--- src/rtl/branch_resolve_unit.sv ---
`default_nettype none
// ============================================================================
// Module   : branch_resolve_unit
// Purpose  : Registered branch/jump resolution with prediction check and a
//            valid/ready output stage. Optional statistics counters are
//            enabled by defining BRANCH_STATS_EN.
// Revision : 1.0 - initial release
// ============================================================================
module branch_resolve_unit #(
    parameter int XLEN  = 32,
    parameter int CNT_W = 16
) (
    input  logic              clk,
    input  logic              rst_n,
    input  logic              in_valid,
    output logic              in_ready,
    input  logic [1:0]        op_kind,
    input  logic [2:0]        branch_control,
    input  logic [XLEN-1:0]   rd1,
    input  logic [XLEN-1:0]   rd2,
    input  logic [XLEN-1:0]   pc,
    input  logic [XLEN-1:0]   imm,
    input  logic              pred_taken,
    input  logic [XLEN-1:0]   pred_target,
    input  logic              flush,
    output logic              out_valid,
    input  logic              out_ready,
    output logic              taken,
    output logic [XLEN-1:0]   target,
    output logic [XLEN-1:0]   link,
    output logic              mispredict,
    output logic [XLEN-1:0]   redirect_pc,
    output logic              illegal
`ifdef BRANCH_STATS_EN
    ,
    output logic [CNT_W-1:0]  stat_branches,
    output logic [CNT_W-1:0]  stat_mispredicts
`endif
);

    localparam logic [1:0]      c_OP_BRANCH = 2'b00;
    localparam logic [1:0]      c_OP_JAL    = 2'b01;
    localparam logic [1:0]      c_OP_JALR   = 2'b10;
    localparam logic [XLEN-1:0] c_FOUR      = XLEN'(4);
    localparam logic [XLEN-1:0] c_ONE       = XLEN'(1);

    if (XLEN != 32 && XLEN != 64) begin : g_bad_xlen
        $error("branch_resolve_unit: XLEN must be 32 or 64");
    end

    logic              valid_q, valid_d;
    logic              taken_q, taken_d;
    logic [XLEN-1:0]   target_q, target_d;
    logic [XLEN-1:0]   link_q, link_d;
    logic              mis_q, mis_d;
    logic [XLEN-1:0]   redir_q, redir_d;
    logic              ill_q, ill_d;

    logic              w_accept;
    logic              w_load;
    logic              w_eq, w_lt, w_ltu;
    logic [XLEN-1:0]   w_br_tgt, w_jalr_sum;

    assign in_ready   = !valid_q || out_ready;
    assign w_accept   = in_valid && in_ready;
    assign w_load     = w_accept && !flush;

    assign w_eq       = (rd1 == rd2);
    assign w_lt       = ($signed(rd1) < $signed(rd2));
    assign w_ltu      = (rd1 < rd2);
    assign w_br_tgt   = pc + imm;
    assign w_jalr_sum = rd1 + imm;

    always_comb begin
        taken_d  = 1'b0;
        ill_d    = 1'b0;
        target_d = w_br_tgt;
        link_d   = pc + c_FOUR;
        case (op_kind)
            c_OP_BRANCH: begin
                case (branch_control)
                    3'b000:  taken_d = w_eq;
                    3'b001:  taken_d = !w_eq;
                    3'b100:  taken_d = w_lt;
                    3'b101:  taken_d = !w_lt;
                    3'b110:  taken_d = w_ltu;
                    3'b111:  taken_d = !w_ltu;
                    default: ill_d   = 1'b1;
                endcase
            end
            c_OP_JAL:  taken_d = 1'b1;
            c_OP_JALR: begin
                taken_d  = 1'b1;
                target_d = w_jalr_sum & ~c_ONE;
            end
            default:   ill_d = 1'b1;
        endcase
        // Illegal encodings resolve not-taken, so they mispredict exactly when predicted taken.
        mis_d   = (taken_d != pred_taken) || (taken_d && (target_d != pred_target));
        redir_d = taken_d ? target_d : link_d;
    end

    assign valid_d = !flush && (w_accept || (valid_q && !out_ready));

    always_ff @(posedge clk or negedge rst_n) begin
        if (!rst_n) begin
            valid_q  <= 1'b0;
            taken_q  <= 1'b0;
            target_q <= '0;
            link_q   <= '0;
            mis_q    <= 1'b0;
            redir_q  <= '0;
            ill_q    <= 1'b0;
        end else begin
            valid_q <= valid_d;
            if (w_load) begin
                taken_q  <= taken_d;
                target_q <= target_d;
                link_q   <= link_d;
                mis_q    <= mis_d;
                redir_q  <= redir_d;
                ill_q    <= ill_d;
            end
        end
    end

    assign out_valid   = valid_q;
    assign taken       = taken_q;
    assign target      = target_q;
    assign link        = link_q;
    assign mispredict  = mis_q;
    assign redirect_pc = redir_q;
    assign illegal     = ill_q;

`ifdef BRANCH_STATS_EN
    logic [CNT_W-1:0] br_cnt_q;
    logic [CNT_W-1:0] mis_cnt_q;

    always_ff @(posedge clk or negedge rst_n) begin
        if (!rst_n) begin
            br_cnt_q  <= '0;
            mis_cnt_q <= '0;
        end else if (w_load) begin
            if (op_kind == c_OP_BRANCH && br_cnt_q != {CNT_W{1'b1}}) begin
                br_cnt_q <= br_cnt_q + CNT_W'(1);
            end
            if (mis_d && mis_cnt_q != {CNT_W{1'b1}}) begin
                mis_cnt_q <= mis_cnt_q + CNT_W'(1);
            end
        end
    end

    assign stat_branches    = br_cnt_q;
    assign stat_mispredicts = mis_cnt_q;
`else
    if (CNT_W < 1) begin : g_bad_cnt
        $error("branch_resolve_unit: CNT_W must be positive");
    end
`endif

endmodule
`default_nettype wire

--- config.mk ---
export PLATFORM = sky130hd
export DESIGN_NAME = branch_resolve_unit
export DESIGN_NICKNAME = d
export VERILOG_FILES = /design/src/rtl/branch_resolve_unit.sv
export SDC_FILE = /design/constraint.sdc
export NUM_CORES = 1
export LEC_CHECK = 0
export BUFFER_PORTS_ARGS = -buffer_cell sky130_fd_sc_hd__buf_2
export CAP_MARGIN = 20
export CORE_MARGIN = 2
export CORE_UTILIZATION = 55
export CTS_CLUSTER_SIZE = 16
export DETAILED_ROUTE_END_ITERATION = 10
export PLACE_DENSITY = 0.88
export SYNTH_ARGS = -nofsm -noshare
export SYNTH_HDL_FRONTEND = slang
export SYNTH_SLANG_ARGS = --single-unit
--- constraint.sdc ---
create_clock -name clk -period 2.74 [get_ports clk]
set_clock_uncertainty 0.2 [all_clocks]
set_input_delay 0.822 -clock clk [delete_from_list [all_inputs] [get_ports clk]]
set_output_delay 0.822 -clock clk [all_outputs]
set_load 0.01 [all_outputs]
==> results of run 1 <==
cell families after synthesis:
family,Yosys count,share of synthesized area (%)
buffers and inverters,112,4.44
DFF,100,24.6
AOI/OAI and AO/OA,361,23.2
and+or+nand+nor,450,20.3
muxes,47,4.91
xor gates and xnor gates,112,10.3
adders and majority gates,99,12.3
Yosys cell counts (8+ instances only):
master | instances | area (um^2)
nand2_1 | 213 | 800
dfrtp_1 | 100 | 2500
ha_1 | 97 | 1210
o21ai_0 | 93 | 465
a21oi_1 | 86 | 430
nor2_1 | 81 | 304
xnor2_1 | 70 | 613
inv_1 | 52 | 195
clkbuf_1 | 41 | 154
xor2_1 | 37 | 324
nand4_1 | 36 | 225
o21ai_1 | 36 | 180
nand3_1 | 31 | 155
mux2i_1 | 23 | 230
nor3_1 | 21 | 105
a21o_1 | 18 | 135
and3_1 | 15 | 93.8
mux2_1 | 14 | 158
a211oi_1 | 13 | 97.6
a31oi_1 | 13 | 81.3
o21a_1 | 12 | 90.1
mux2_2 | 10 | 113
a2111oi_0 | 8 | 70.1
buf_1 | 8 | 30.0
buf_2 | 8 | 40.0
o21bai_1 | 8 | 60.1
routing by layer:
| metal | global-route usage [%] | overflow |
|---|---|---|
| met1 | 84.7 | 2 |
| met2 | 103 | 258 |
| met3 | 74.9 | 6 |
| met4 | 95.2 | 127 |
| met5 | 28.3 | 1 |
metrics by stage:
stage / setup TNS [ps] / worst slack, ps / hold slack (ps) / area (um^2)
CTS: -37720 / -1050 / 160 / 16600
detailed placement: -66020 / -1520 / 258 / 14900
global placement: -62650 / -1470 / 255 / 14900
floorplan: -29840 / -1180 / 307 / 10800
timing repair:
action	in CTS
buffers inserted	36
gates resized for setup	247
cloned	4
pin swaps	84
endpoints found under the setup margin	62
==> metrics, run 1 <==
CTS Buf Count 9; GRT Resource Usage Total between 80 and 90%; Synth Net Count 1,551; First Err [ERROR GRT-0232] Routing congestion too high. Check the congestion heatmap in the GUI.; most used flip-flop cell after synthesis dfrtp_1; IO Pins 272; Post-Place Cells ~2,100; H-tree depth 3; DP HPWL 33,800 um; syn avg cell area approximately 8.0 um^2; post-synthesis sequential area ratio around 25%; Starting Density a little under three fifths; Clock Path Buffers 2; die width around 140 um; #FFs+latches synth 100; fraction of registers with async set/reset 100%; status did not finish; Die Height between 100 and 150 um; Worst EP Category register data pin; CTS Sinks 100; EDFF count, synth 0; Rows approximately 50; Cells after Synth between 1,000 and 1,500; Failed at global routing; Overflow after GRT ~390; Synth Warn # 0; Worst EP post-GRT repair mispredict$_DFFE_PN0P_/D; port buffer count about 270; Post-CTS Hold Buffers 0; number of distinct library cells after synthesis 81; Post-Syn Area 10,200 um^2; CTS root buf clkbuf_16; Final Wtd Congestion 1.08; largest net degree at the start of global routing 61
==> inputs of run 2 (changes only) <==
--- a/config.mk
+++ b/config.mk
@@ -8,10 +8,9 @@
 export BUFFER_PORTS_ARGS = -buffer_cell sky130_fd_sc_hd__buf_2
 export CAP_MARGIN = 20
 export CORE_MARGIN = 2
-export CORE_UTILIZATION = 55
-export CTS_CLUSTER_SIZE = 16
+export CORE_UTILIZATION = 40
 export DETAILED_ROUTE_END_ITERATION = 10
-export PLACE_DENSITY = 0.88
+export PLACE_DENSITY_LB_ADDON = 0.15
 export SYNTH_ARGS = -nofsm -noshare
 export SYNTH_HDL_FRONTEND = slang
 export SYNTH_SLANG_ARGS = --single-unit
==> metrics, run 2 <==
R2R Setup Slk around 50 ps; type of origin of the critical path primary input; leading cell type in the layout, fill and taps excluded buf_4; layout cells sized above 1 between 50% and 60%; DRC 0; CTS root buf clkbuf_16; Power Density between 400 and 500 nW/um^2; Fill cells roughly 2,000; static leakage about 0.0083 uW; Final ANT Viol Nets 0; WS Path Type in -> reg; RSZ-0062 raised after global routing yes; CTS Sinks 100 (unchanged); failing checks negative setup slack; #FFs+latches synth 100 (unchanged); status finished, violations left; Slew Limit Fails 0; Hold Vio Cnt, Final 0; cell count of the worst reg-to-reg path 9; number of distinct library cells after synthesis 81 (unchanged); mean routed wirelength per cell roughly 18 um; VDD IR max between 400 and 500 uV; first-pass GRT wire length 61,600 um; WP data required between 2000 and 3000 ps; Synth Net Count 1,551 (unchanged); Overflow after GRT 0; min-delay worst type in -> async; setup tns final -36,910 ps; fraction of registers with async set/reset 100% (unchanged); Starting Density 40.6% (-16 points); syn avg cell area 7.96 um^2 (unchanged); Rows 58 (+18%); largest net degree at the start of global routing 64; IO Pins 272 (unchanged); Post-Syn Area 10,200 um^2 (unchanged); total power about 7700 uW; final cycle utilization of the critical path 141%; port buffer count 271 (unchanged); Slew HR ~63%; post-synthesis sequential area ratio 24.6% (unchanged); crit path DAT approximately 3900 ps; GRT Resource Usage Total 29.4%; Crit Reg-Reg Startpoint out_valid; Layout area overhead 70.6%; CTS tree done; worst setup margin -1130 ps; Total Routed Length 40,800 um; Via Count 12,100; fin nets 2,182; uppermost routed layer met4; Clk Latency, worst-skew pair between 300 and 400 ps; CTS Buf Count 9 (unchanged); Cells after Synth 1,281 (unchanged); Final Wtd Congestion 0.967 (-10%); area leader, netlist dfrtp_1; clk slew on worst S/H paths roughly 70 ps; worst flop-to-flop path endpoint mispredict; die width 164 um (+17%); Clock Path Buffers 2 (unchanged); top-count cell post-synth nand2_1; Pre-Repair DR Iteration Count 5; initial antenna violation count 4; DP HPWL 32,600 um (-3.3%); Synth Warn # 0 (unchanged); top cell type's share of synthesized area 24.6% (unchanged); M1 WL 17,700 um; Final min period slightly below 4000 ps; die area 26,800 um^2; Via density roughly 5.4; most used flip-flop cell after synthesis dfrtp_1; starting DRC count in detailed routing 840; top cells by area, synth dfrtp_1 25%, ha_1 12%, nand2_1 7.8%; CP Max Fanout 2; core box area ~25,000 um^2; met3 WL between 2000 and 2500 um; EDFF count, synth 0 (unchanged); most frequent cells in the layout 352 x buf_4, 247 x buf_2, 198 x nand2_1; vias in the first global route between 10,000 and 15,000; Die Height 164 um (+17%); Post-CTS Hold Buffers 0 (unchanged); Worst Tran Pin Value 559 ps; Routed met2 length just under 20,000 um; Setup crit end kind flop; H-tree depth 3 (unchanged); Max Freq 259 MHz; Max Cap Viol 0; # setup viols final approximately 60; Commonest cells post-synth 213 x nand2_1, 100 x dfrtp_1, 97 x ha_1
## run 2: cell counts after synthesis
Identical to the previous run, type by type.
## run 2: through the flow
step                util (%)  hold slack, ps  std cells  cell area, um^2  worst slack, ps
CTS                     66.3             270       2238            16600            -1050
global placement        59.9             253       2184            15000            -1530
finish                  69.2             264       2253            17400            -1130
detailed placement      59.9             258       2184            15000            -1560
floorplan                  -             307       1281            10800            -1180
global route            69.2             293       2251            17400            -1240
## run 2: worst max path at each step
stage	endpoint	slack [ps]	start	depth (start not counted)
after CTS	mispredict	-1050	imm[0]	14
after global placement	mispredict	-1530	imm[1]	16
after floorplan	mispredict	-1180	pc[0]	13
final	mispredict	-1130	rd1[0]	17
after detailed placement	mispredict	-1560	imm[1]	16
after global routing	mispredict	-1240	imm[0]	14
## run 2: cell families after synthesis
group                      after synthesis  share of synthesized area (%)
buffers and inverters                  112                           4.44
muxes                                   47                           4.91
DFF                                    100                           24.6
xor gates and xnor gates               112                           10.3
adders and majority gates               99                           12.3
and+or+nand+nor                        450                           20.3
AOI/OAI and AO/OA                      361                           23.2
## run 2: power breakdown
group | internal [uW] | total [uW] | switching, uW
Clock | 737 | 1290 | 556
Sequential | 1770 | 1950 | 179
Combinational | 2220 | 4440 | 2210
## run 2: routing by layer
metal | vias to the layer above | track usage (%)
li1 | 5900 | -
met1 | 5736 | 39.9
met2 | 424 | 49.4
met3 | 81 | 2.01
met4 | 0 | 10.0
met5 | - | 0
## run 2: cell type report
type | instances | area (um^2) | share of cell area, %
Clock inverter | 5 | 60.1 | 0.345
Timing Repair Buffer | 680 | 4950 | 28.5
Clock buffer | 11 | 243 | 1.40
Tap cell | 330 | 413 | 2.37
Multi-Input combinational cell | 1069 | 8980 | 51.7
Antenna cell | 6 | 15.0 | 0.0864
Sequential cell | 100 | 2500 | 14.4
Inverter | 52 | 215 | 1.24
## run 2: critical path, cell delays in order
cell       delay [ps]
buf_6              90
and2_4            150
fa_2              340
a21o_1            190
buf_6             130
a221oi_4          310
buf_6             160
buf_12            100
xnor2_4           130
xnor2_1           150
nand3_1           110
o21ai_1           130
nand4_1           160
nor4_4            370
o2111ai_2         170
nor4_2            260
a21oi_1            90
## run 2: timing repair
item                                    4_1_cts  5_1_grt
endpoints found under the hold margin         0        0
cloned                                        3        0
gates resized for setup                     203      154
pin swaps                                    87       97
setup buffers                                44       38
endpoints found under the setup margin       63       64
No activity file was read; power rests on OpenSTA's default activity.
